$ cat config.mk
export PLATFORM = sky130hd
export DESIGN_NAME = p_accumulator
export DESIGN_NICKNAME = d
export VERILOG_FILES = /design/src/rtl/p_accumulator.sv
export SDC_FILE = /design/constraint.sdc
export NUM_CORES = 1
export LEC_CHECK = 0
export BUFFER_PORTS_ARGS = -buffer_cell sky130_fd_sc_hd__buf_2
export CAP_MARGIN = 20
export CELL_PAD_IN_SITES_DETAIL_PLACEMENT = 1
export CELL_PAD_IN_SITES_GLOBAL_PLACEMENT = 1
export CORE_ASPECT_RATIO = 2
export CORE_UTILIZATION = 45
export CTS_CLUSTER_SIZE = 25
export DETAILED_ROUTE_END_ITERATION = 8
export MAX_ROUTING_LAYER = met4
export PLACE_DENSITY = 0.85
export RECOVER_POWER = 50
export SETUP_SLACK_MARGIN = 0.05
export SYNTH_ARGS = -nofsm -noshare
export SYNTH_HDL_FRONTEND = slang
export SYNTH_SLANG_ARGS = --single-unit
$ cat constraint.sdc
create_clock -name sys_clk -period 5.2 [get_ports sys_clk]
set_input_delay 0.78 -clock sys_clk [delete_from_list [all_inputs] [get_ports sys_clk]]
set_output_delay 0.78 -clock sys_clk [all_outputs]
set_load 0.1 [all_outputs]
$ cat src/rtl/p_accumulator.sv
// Frame accumulator: sums ACC_LEN accepted P samples into one saturating frame sum,
// delivered over a valid/ready handshake with an overflow flag.
module p_accumulator #(
    parameter int P_W     = 27,
    parameter int ACC_LEN = 8,
    parameter int SUM_W   = 32
) (
    input  logic             sys_clk,
    input  logic             sys_rst,
    input  logic [P_W-1:0]   p_in,
    input  logic             p_valid,
    output logic             p_ready,
    input  logic             clr,
    output logic [SUM_W-1:0] sum_out,
    output logic             sum_valid,
    input  logic             sum_ready,
    output logic             sum_ovf,
    output logic [7:0]       cnt,
    output logic [1:0]       fsm_state
);

    // Handshakes: a transfer happens on a rising edge where valid && ready are both 1.
    // p_ready depends only on the registered state; sum_out/sum_ovf hold while sum_valid is 1.

    typedef enum logic [1:0] {
        IDLE = 2'd0,
        ACC  = 2'd1,
        HOLD = 2'd2
    } state_t;

    localparam logic [7:0] LAST = 8'(ACC_LEN - 1);

    state_t           state;
    logic [SUM_W-1:0] acc;
    logic             ovf_acc;
    logic [SUM_W:0]   add_full;
    logic             sat_hit;
    logic [SUM_W-1:0] add_sat;
    logic             accept;

    assign p_ready   = (state != HOLD);
    assign accept    = p_valid && p_ready;
    assign fsm_state = state;

    // ovf_acc is set only by saturation, so it doubles as the "already saturated" marker
    assign add_full = {1'b0, acc} + {{(SUM_W + 1 - P_W){1'b0}}, p_in};
    assign sat_hit  = add_full[SUM_W] | ovf_acc;
    assign add_sat  = sat_hit ? {SUM_W{1'b1}} : add_full[SUM_W-1:0];

    always_ff @(posedge sys_clk) begin
        if (sys_rst) begin
            state     <= IDLE;
            acc       <= '0;
            ovf_acc   <= 1'b0;
            cnt       <= 8'd0;
            sum_out   <= '0;
            sum_valid <= 1'b0;
            sum_ovf   <= 1'b0;
        end else if (clr) begin
            state     <= IDLE;
            acc       <= '0;
            ovf_acc   <= 1'b0;
            cnt       <= 8'd0;
            sum_valid <= 1'b0;
            sum_ovf   <= 1'b0;
        end else begin
            case (state)
                IDLE, ACC: begin
                    if (accept) begin
                        if (cnt == LAST) begin
                            sum_out   <= add_sat;
                            sum_ovf   <= sat_hit;
                            sum_valid <= 1'b1;
                            acc       <= '0;
                            ovf_acc   <= 1'b0;
                            cnt       <= 8'd0;
                            state     <= HOLD;
                        end else begin
                            acc     <= add_sat;
                            ovf_acc <= sat_hit;
                            cnt     <= cnt + 8'd1;
                            state   <= ACC;
                        end
                    end
                end
                HOLD: begin
                    if (sum_ready) begin
                        sum_valid <= 1'b0;
                        sum_ovf   <= 1'b0;
                        state     <= IDLE;
                    end
                end
                default: state <= IDLE;
            endcase
        end
    end

endmodule

* Word-level counts from Yosys, hierarchy flattened *
Cells that the tools add are included.

word-level totals
  register bits = 77
  word-level logic and storage cells = 42
  output and inout bits = 45
  bits of input ports = 32

cells by class
  $add $sub $neg = 2
  multiplexer cells = 15
  reduce and logical (&&, ||, !) cells = 9
  equal/unequal tests = 7
  bitwise gates (word level) = 2

operators by type and width
  operator               number
  $mux W32               2
  $add A32 B27 Y33       1
  $add A8 B1 Y8 const B  1
  $eq A8 B3 Y1 const B   1
  $mux W8                1
  $ne A2 B2 Y1 const B   4
  $reduce_and A4 Y1      2
  $mux W1                6
  $mux W2                3
  $pmux W1 S2            2
  $pmux W2 S2            1
  $reduce_and A2 Y1      2
  $reduce_or A2 Y1       2
  $eq A2 B1 Y1 const B   1
  $eq A2 B2 Y1 const B   1
  $logic_not A2 Y1       1
  $reduce_bool A2 Y1     1
  $logic_and A1 B1 Y1    1
  $not A1 Y1             1
  $or A1 B1 Y1           1

* Logic depth before layout (Yosys ltp) *
Gate-level depths: netlist (run 1).

  word-level depth = 5
  mapped depth = 13
  depth with buffers taken out = 11

* Least setup slack after synthesis (run 1) *
OpenSTA, ideal clock, no wires.

  path kind = input to register
  from = input port p_in[0]
  to = register sum_out[27]
  setup slack = 2.042 ns
  stages on the path = 11
  buffers on the path = 0
  required time = 5.060 ns
  library setup time = 0.140 ns
  arrival time = 3.018 ns
  cells stage by stage = ha_1 > fa_1 > a21o_1 > nand4_1 > nand2_1 > a31oi_1 > o31ai_1 > o211ai_1 > nand2_1 > nor3_1 > a211oi_1

between the ends
  cells in the longest elaborated chain, start to end = 3

RTL lines
  item                  RTL line  source
  start, declared       10        input logic [P_W-1:0] p_in,
  $add A32 B27 Y33 (*)  46        assign add_full = {1'b0, acc} + {{(SUM_W + 1 - P_W){1'b0}}, p_in};
  $or A1 B1 Y1          47        assign sat_hit = add_full[SUM_W] | ovf_acc;
  $mux W32 (*)          48        assign add_sat = sat_hit ? {SUM_W{1'b1}} : add_full[SUM_W-1:0];
  end signal, assigned  71        sum_out <= add_sat;
  end, declared         14        output logic [SUM_W-1:0] sum_out,

Every way passes the cells marked *; elsewhere a longest branch is shown, timed or not.
A chain may end at the register's enable or synchronous reset.

* Worst setup path in the final report (run 1) *
  from = input port sys_rst
  to = register acc[29]

between the ends
  cells in the longest elaborated chain, start to end = 1

RTL lines
  item                               RTL line  source
  start, declared                    9         input logic sys_rst,
  $reduce_or A2 Y1 (no source line)  --
  end signal, assigned               79        acc <= add_sat;
  end, declared                      34        logic [SUM_W-1:0] acc;

No other way between the ends.

==> results of run 1 <==
[cells by family after synthesis]
family	count (synthesis)	synth area share [%]
buffers and inverters	40	4.493
AOI/OAI and AO/OA	183	26.93
muxes	1	0.2247
DFF	77	34.60
and+or+nand+nor	190	19.35
adders and majority gates	29	8.312
xor gates and xnor gates	31	6.094
[layer usage]
metal / global-route usage, % / wire, µm
met1: 27.97 / 5245
met2: 55.98 / 7989
met3: 3.952 / 313
met4: 14.34 / 517
met5: - / 0
[worst max-delay path, cell delays in order]
cell      delay, ns
clkbuf_1       1.18
or2_0          1.14
nor3_1         0.42
nor2_1         0.56
a41o_2         0.18
a21oi_1        0.04
[state kept, by name, indices dropped and copies added, names as in the netlist]
signal,flops
acc,32
cnt,8
ovf_acc,1
sum_ovf,1
sum_out,32
sum_valid,1
fsm_state,2
[synth_stat cells, types with 2 or more instances]
master,number
nor3_1,11
and3_4,2
nor2_1,87
clkbuf_1,16
inv_1,14
a31oi_1,4
a311oi_1,8
buf_2,3
a21o_1,15
or2_2,3
nor2b_1,2
o21a_1,6
xor2_1,11
nand2b_1,4
and2_1,3
o21bai_1,6
a211oi_1,28
nand2_1,48
a2111oi_0,2
dfxtp_1,77
nand4_1,6
xnor2_1,20
ha_1,28
nand3b_1,2
and3_1,4
o21ai_0,42
nand3_1,10
o22ai_1,2
a21oi_1,48
a22o_1,2
buf_6,3
o211ai_1,4
[stage by stage]
| stage | cells | worst slack [ns] | hold WS (ns) |
|---|---|---|---|
| 2_1_floorplan | 551 | 2.042 | 0.4291 |
| 6_report | 753 | 1.116 | 0.4605 |
| 3_5_place_dp | 737 | 1.107 | 0.4501 |
| 3_3_place_gp | 737 | 1.316 | 0.4394 |
| 4_1_cts | 753 | 1.393 | 0.4629 |
| 5_1_grt | 753 | 0.6885 | 0.4825 |
[how the worst max path moves through the flow]
stage	to	slack [ns]	cells after the start
final	acc[29]$_SDFFE_PP0P_	1.12	6
after global routing	acc[29]$_SDFFE_PP0P_	0.69	6
after CTS	sum_out[27]$_SDFFE_PP0P_	1.39	12
after detailed placement	sum_out[28]$_SDFFE_PP0P_	1.11	12
after global placement	acc[10]$_SDFFE_PP0P_	1.32	13
after floorplan	sum_out[27]$_SDFFE_PP0P_	2.04	11
[report_power, final]
part	internal, mW	leakage, nW	switching, mW
Combinational	0.0770	1.25	0.143
Clock	0.351	0.135	0.261
Sequential	0.600	0.623	0.00678
[layout make-up]
type                       instances  area share, %
multi-input combinational        434          53.14
sequential                        77          30.10
timing repair buffer              80          6.865
clock buffer                      12          5.009
tap                              132          3.225
inverter                          14          1.026
clock inverter                     4         0.6352
==> reports/qor.txt, run 1 <==
==============================================================================
Gpl congestion                                                          0.9389
Post-Route WL                                                         14070 µm
Via count of the first global-routing pass                                4651
Wire length of the first global-routing pass                          22490 µm
Flip-flop and latch count after synthesis                                   77
Clock Sinks                                                                 77
Average wire per standard cell                                        18.68 µm
Num CTS Buffers                                                              9
Register-to-register setup slack                                       1.60 ns
Routed Antenna Nets                                                          0
Clock root buffer                                                    clkbuf_16
Final antenna diode count                                                    0
Combined flip-flop and latch cell area                                1541 µm²
Net total in the final layout                                              677
Power per cell area                                               280.9 nW/µm²
Die Span X                                                            72.36 µm
Antenna violations before repair                                             0
Net count after synthesis                                                  612
Count of cells along the worst register-to-register path                    11
Clock tree from TritonCTS                                                  yes
Startpoint Class                                                     input pin
Ratio of final minimum period to clock period                           78.54%
Largest fanout of any net on the critical path                              33
Setup total negative slack                                                0 ns
Area Overhead vs Synth                                                  14.94%
Flip-flop cell with the highest count after synthesis                  dfxtp_1
Startpoint of the tightest hold check path                        acc[0]$_SDFFE_PP0P_
Total number of vias                                                      4359
Worst slew margin                                                      -11.18%
Number of stages on the worst hold path                                      2
Min Tclk post-route                                                   4.084 ns
Unrepaired setup endpoints after global routing                             no
P_leak                                                                2.011 nW
Ratio of cells with drive above 1 in the final layout                   10.14%
Level count of the clock H-tree                                              3
Class of the worst hold path                                        reg -> reg
Post-synthesis instance total                                              551
Final core utilization                                                  52.80%
Half-perimeter wire length after placement                            10560 µm
Number of enable-type register cells in the synthesized netlist              0
Residual DRC                                                                 2
Pin count of the biggest net entering global routing                        40
Total power                                                           1.439 mW
Number of endpoints failing setup at the final stage                         0
Quantity of hold-fixing buffers added after cts                              0
Highest-count cells in the layout ignoring fill and taps          86 x nor2_1, 77 x dfxtp_1, 48 x a21oi_1, 48 x nand2_1, 48 x clkbuf_1
Placed standard-cell area                                             4891 µm²
Count of unique library cells instantiated by Yosys                         62
Clock slew at reported path FFs                                        0.06 ns
Destination of the worst register-to-register timing path         sum_out[27]$_SDFFE_PP0P_
Category of the worst setup path capture point                        register
Source of the critical timing path                                     sys_rst
FP Rows                                                                     51
Effective utilization at floorplan                                      45.94%
Post-cts repair resize count                                                 0
Insertion delay of the later-clocked pin in the worst-skew pair        0.35 ns
Result of the run                                                 finished, violations left
Area of the multi-input gates                                         2721 µm²
Pin slew with the least headroom to its limit                         1.668 ns
Synth warnings                                                               0
Hold Violations, Final                                                       0
Source of the worst register-to-register timing path              acc[0]$_SDFFE_PP0P_
Worst hold path endpoint                                          acc[0]$_SDFFE_PP0P_
Top Ports                                                                   77
Die height                                                            142.7 µm
Overall global routing resource usage                                   29.42%
Violated checks                                                   DRC, capacitance limit, slew limit
WP data arrival                                                        4.32 ns
Syn Std Cell Area                                                     4456 µm²
Core area                                                             9699 µm²
Maximum clock path buffer count                                              2
Die Outline Area                                                     10330 µm²
Max_cap viols                                                                1
Final instance area                                                   5121 µm²
Post-CTS setup buffer count                                                  0
Final max-slew violation count                                              34
Mean instance size in the synthesized netlist                        8.086 µm²
DR iter-0 viols                                                            244
Number of iterations in the first detailed-routing pass                      6
Fmax                                                                 244.8 MHz
Top cells by area, synth                                          dfxtp_1 35%, ha_1 7.9%, nor2_1 7.3%, a21oi_1 5.4%, a211oi_1 4.7%
Vias per std cell                                                        5.789
Kind of critical path                                                in -> reg
Proportion of synthesized chip area in sequential cells                 34.60%
Maximum vdd drop                                                   0.0001732 V
Commonest non-fill, non-tap cell in the layout                          nor2_1
IO buf count                                                                76
Cell accounting for the most synthesized area                          dfxtp_1
Area share of the largest cell type after synthesis                     34.60%
Worst EP required                                                      5.43 ns
Number of inserted filler cells in the final layout                       1265
Clock tree skew after final layout                                 0.009591 ns
Overflow left after global routing                                           0
Synth async-reset ratio                                                     0%
==============================================================================
No activity file was read; power rests on OpenSTA's default activity.
==> run 2: changes to the inputs <==
--- a/config.mk
+++ b/config.mk
@@ -10,11 +10,11 @@
 export CELL_PAD_IN_SITES_DETAIL_PLACEMENT = 1
 export CELL_PAD_IN_SITES_GLOBAL_PLACEMENT = 1
 export CORE_ASPECT_RATIO = 2
-export CORE_UTILIZATION = 45
+export CORE_UTILIZATION = 42
 export CTS_CLUSTER_SIZE = 25
 export DETAILED_ROUTE_END_ITERATION = 8
 export MAX_ROUTING_LAYER = met4
-export PLACE_DENSITY = 0.85
+export PLACE_DENSITY = 0.8
 export RECOVER_POWER = 50
 export SETUP_SLACK_MARGIN = 0.05
 export SYNTH_ARGS = -nofsm -noshare
==> constraint.sdc (replaced) <==
create_clock -name sys_clk -period 4.2 [get_ports sys_clk]
set_input_delay 0.63 -clock sys_clk [delete_from_list [all_inputs] [get_ports sys_clk]]
set_output_delay 0.63 -clock sys_clk [all_outputs]
set_load 0.1 [all_outputs]
==> run 2 against run 1 <==
  * Via count rose by 0.76%
  * Sequential cell count unchanged
  * Clock skew grew 0.00060 ns
  * Global-route usage shrank 0.95 points
  * Core utilization down 1.7 points
  * Non-clock buffer count rose by 4
  * Critical path depth up 6
  * The flow now finishes without violations
  * Routed wire length is 0.91% higher
  * Sequential share of layout area is 0.56 points lower
  * Final area increased by 1.9%
  * Final cell count up 0.93%
  * Worst setup slack got worse by 0.34 ns
==> reports/qor.txt, run 2 (synthesis results as in run 1) <==
==============================================================================
Clock slew at reported path FFs                                        0.06 ns   about the same
Result of the run                                                 complete, no violations
Gpl congestion                                                          0.8491   -9.6%
Quantity of hold-fixing buffers added after cts                              0   unchanged
Startpoint Class                                                     input pin
Commonest non-fill, non-tap cell in the layout                          nor2_1
Post-Route WL                                                         14190 µm   +0.91%
FP Rows                                                                     52   +2.0%
Post-CTS setup buffer count                                                  0   unchanged
WP data arrival                                                        3.63 ns   -0.69 ns
Antenna violations before repair                                             0   unchanged
Max_cap viols                                                                0   -1
Overflow left after global routing                                           0   unchanged
Register-to-register setup slack                                       0.85 ns   -0.75 ns
Worst EP required                                                      4.41 ns   -1.02 ns
Number of stages on the worst hold path                                      2   unchanged
Final instance area                                                   5219 µm²   +1.9%
Clock root buffer                                                    clkbuf_16
Top Ports                                                                   77   unchanged
Maximum clock path buffer count                                              2   unchanged
Ratio of cells with drive above 1 in the final layout                   10.72%   +0.58 points
Wire length of the first global-routing pass                          23210 µm   +3.2%
Clock tree skew after final layout                                  0.01019 ns   +0.0005988 ns
Area Overhead vs Synth                                                  17.13%
Core area                                                            10210 µm²   +5.3%
Die height                                                            147.7 µm   +3.5%
Vias per std cell                                                        5.779   -0.17%
Final core utilization                                                  51.09%   -1.7 points
Num CTS Buffers                                                              9   unchanged
Setup total negative slack                                                0 ns   unchanged
Fmax                                                                 292.3 MHz
Clock tree from TritonCTS                                                  yes
Net total in the final layout                                              681   +0.59%
Category of the worst setup path capture point                        register
Number of endpoints failing setup at the final stage                         0   unchanged
Largest fanout of any net on the critical path                              17   -48%
Unrepaired setup endpoints after global routing                             no
DR iter-0 viols                                                            110   -55%
Maximum vdd drop                                                   0.0002200 V   +27%
Average wire per standard cell                                        18.68 µm   about the same
Via count of the first global-routing pass                                4694   +0.92%
Routed Antenna Nets                                                          0   unchanged
Class of the worst hold path                                        reg -> reg
Kind of critical path                                                in -> reg
IO buf count                                                                76   unchanged
Destination of the worst register-to-register timing path         sum_out[26]$_SDFFE_PP0P_
Post-cts repair resize count                                                 0   unchanged
Final max-slew violation count                                               0   -100%
Residual DRC                                                                 0   -2
Startpoint of the tightest hold check path                        acc[24]$_SDFFE_PP0P_
Number of iterations in the first detailed-routing pass                      4   -2
P_leak                                                                2.061 nW   +2.5%
Highest-count cells in the layout ignoring fill and taps          86 x nor2_1, 77 x dfxtp_1, 49 x clkbuf_1
Worst hold path endpoint                                          acc[24]$_SDFFE_PP0P_
Power per cell area                                               374.0 nW/µm²   +33%
Half-perimeter wire length after placement                            10490 µm   -0.60%
Pin slew with the least headroom to its limit                         1.194 ns   -0.4738 ns
Level count of the clock H-tree                                              3   unchanged
Count of cells along the worst register-to-register path                    11   unchanged
Insertion delay of the later-clocked pin in the worst-skew pair        0.35 ns   about the same
Largest registers                                                 acc: 32 flops, sum_out: 32 flops, cnt: 8 flops
Worst slew margin                                                       20.75%   +32 points
Clock Sinks                                                                 77   unchanged
Hold Violations, Final                                                       0   unchanged
Source of the worst register-to-register timing path              acc[0]$_SDFFE_PP0P_
Pin count of the biggest net entering global routing                        47   +18%
Min Tclk post-route                                                   3.421 ns
Placed standard-cell area                                             4930 µm²   +0.79%
Die Outline Area                                                     11050 µm²   +7.0%
Total number of vias                                                      4392   +0.76%
Die Span X                                                            74.83 µm   +3.4%
Overall global routing resource usage                                   28.46%   -0.95 points
Final antenna diode count                                                    0   unchanged
Effective utilization at floorplan                                      43.62%   -2.3 points
Ratio of final minimum period to clock period                           81.46%
==============================================================================
-- run 2: cell count changes in the layout (fill, tap and decap cells not counted) --
| cell | change |
|---|---|
| and2_0 | -1 |
| or2_0 | -1 |
| buf_12 | +1 |
| clkinv_4 | -2 |
| buf_2 | +2 |
| inv_6 | +1 |
| or2_2 | +1 |
| clkbuf_8 | -1 |
| clkinvlp_4 | -1 |
| and2_1 | +1 |
| bufinv_16 | +3 |
| clkbuf_1 | +1 |
-- run 2: layout make-up --
cell class                 instances  area [µm²]
fill                            1317        4996
multi-input combinational        434        2721
sequential                        77        1541
timing repair buffer              84       385.4
clock buffer                      11       242.7
tap                              135       168.9
clock inverter                     5       106.4
inverter                          14       52.55
-- run 2: how the worst max path moves through the flow --
stage	from	endpoint	slack [ns]	cells after the start
detailed placement	p_in[0]	sum_out[26]$_SDFFE_PP0P_	0.49	12
finish	p_in[0]	sum_out[26]$_SDFFE_PP0P_	0.78	12
global placement	p_in[0]	sum_out[26]$_SDFFE_PP0P_	0.59	12
CTS	p_in[0]	sum_out[26]$_SDFFE_PP0P_	0.81	12
global route	p_in[0]	acc[8]$_SDFFE_PP0P_	0.55	13
floorplan	p_in[0]	sum_out[27]$_SDFFE_PP0P_	1.19	11
-- run 2: worst max-delay path, stage by stage --
cell      delay (ns)
buf_2           0.10
ha_1            0.21
fa_1            0.40
a21o_1          0.21
nand4_1         0.11
nand2_1         0.09
a31oi_1         0.43
o31ai_1         0.20
o211ai_1        0.29
and2_1          0.60
o21a_1          0.27
a211oi_1        0.09
-- run 2: per-layer routing --
layer	routed length, µm	part of all wire [%]	track usage, %	vias to the layer above
met5	0	0	-	-
met2	8010	56	52.48	97
met4	455	3.2	10.94	0
met3	428	3.0	4.431	34
met1	5300	37	28.69	2144
li1	-	-	-	2117
-- run 2: where the power goes --
group | total (mW) | internal [mW] | switching [mW]
Combinational | 0.276 | 0.0959 | 0.180
Sequential | 0.752 | 0.743 | 0.00839
Clock | 0.925 | 0.599 | 0.326
Total | 1.95 | 1.44 | 0.514
-- run 2: metrics by stage --
stage / hold slack (ns) / power [mW] / std cells / setup WS (ns)
floorplan: 0.4291 / 0.9569 / 551 / 1.192
global placement: 0.4414 / 1.031 / 743 / 0.5942
detailed placement: 0.4488 / 1.039 / 743 / 0.4856
CTS: 0.4637 / 1.964 / 759 / 0.8116
global route: 0.4894 / 2.031 / 760 / 0.5516
finish: 0.4607 / 1.952 / 760 / 0.7787
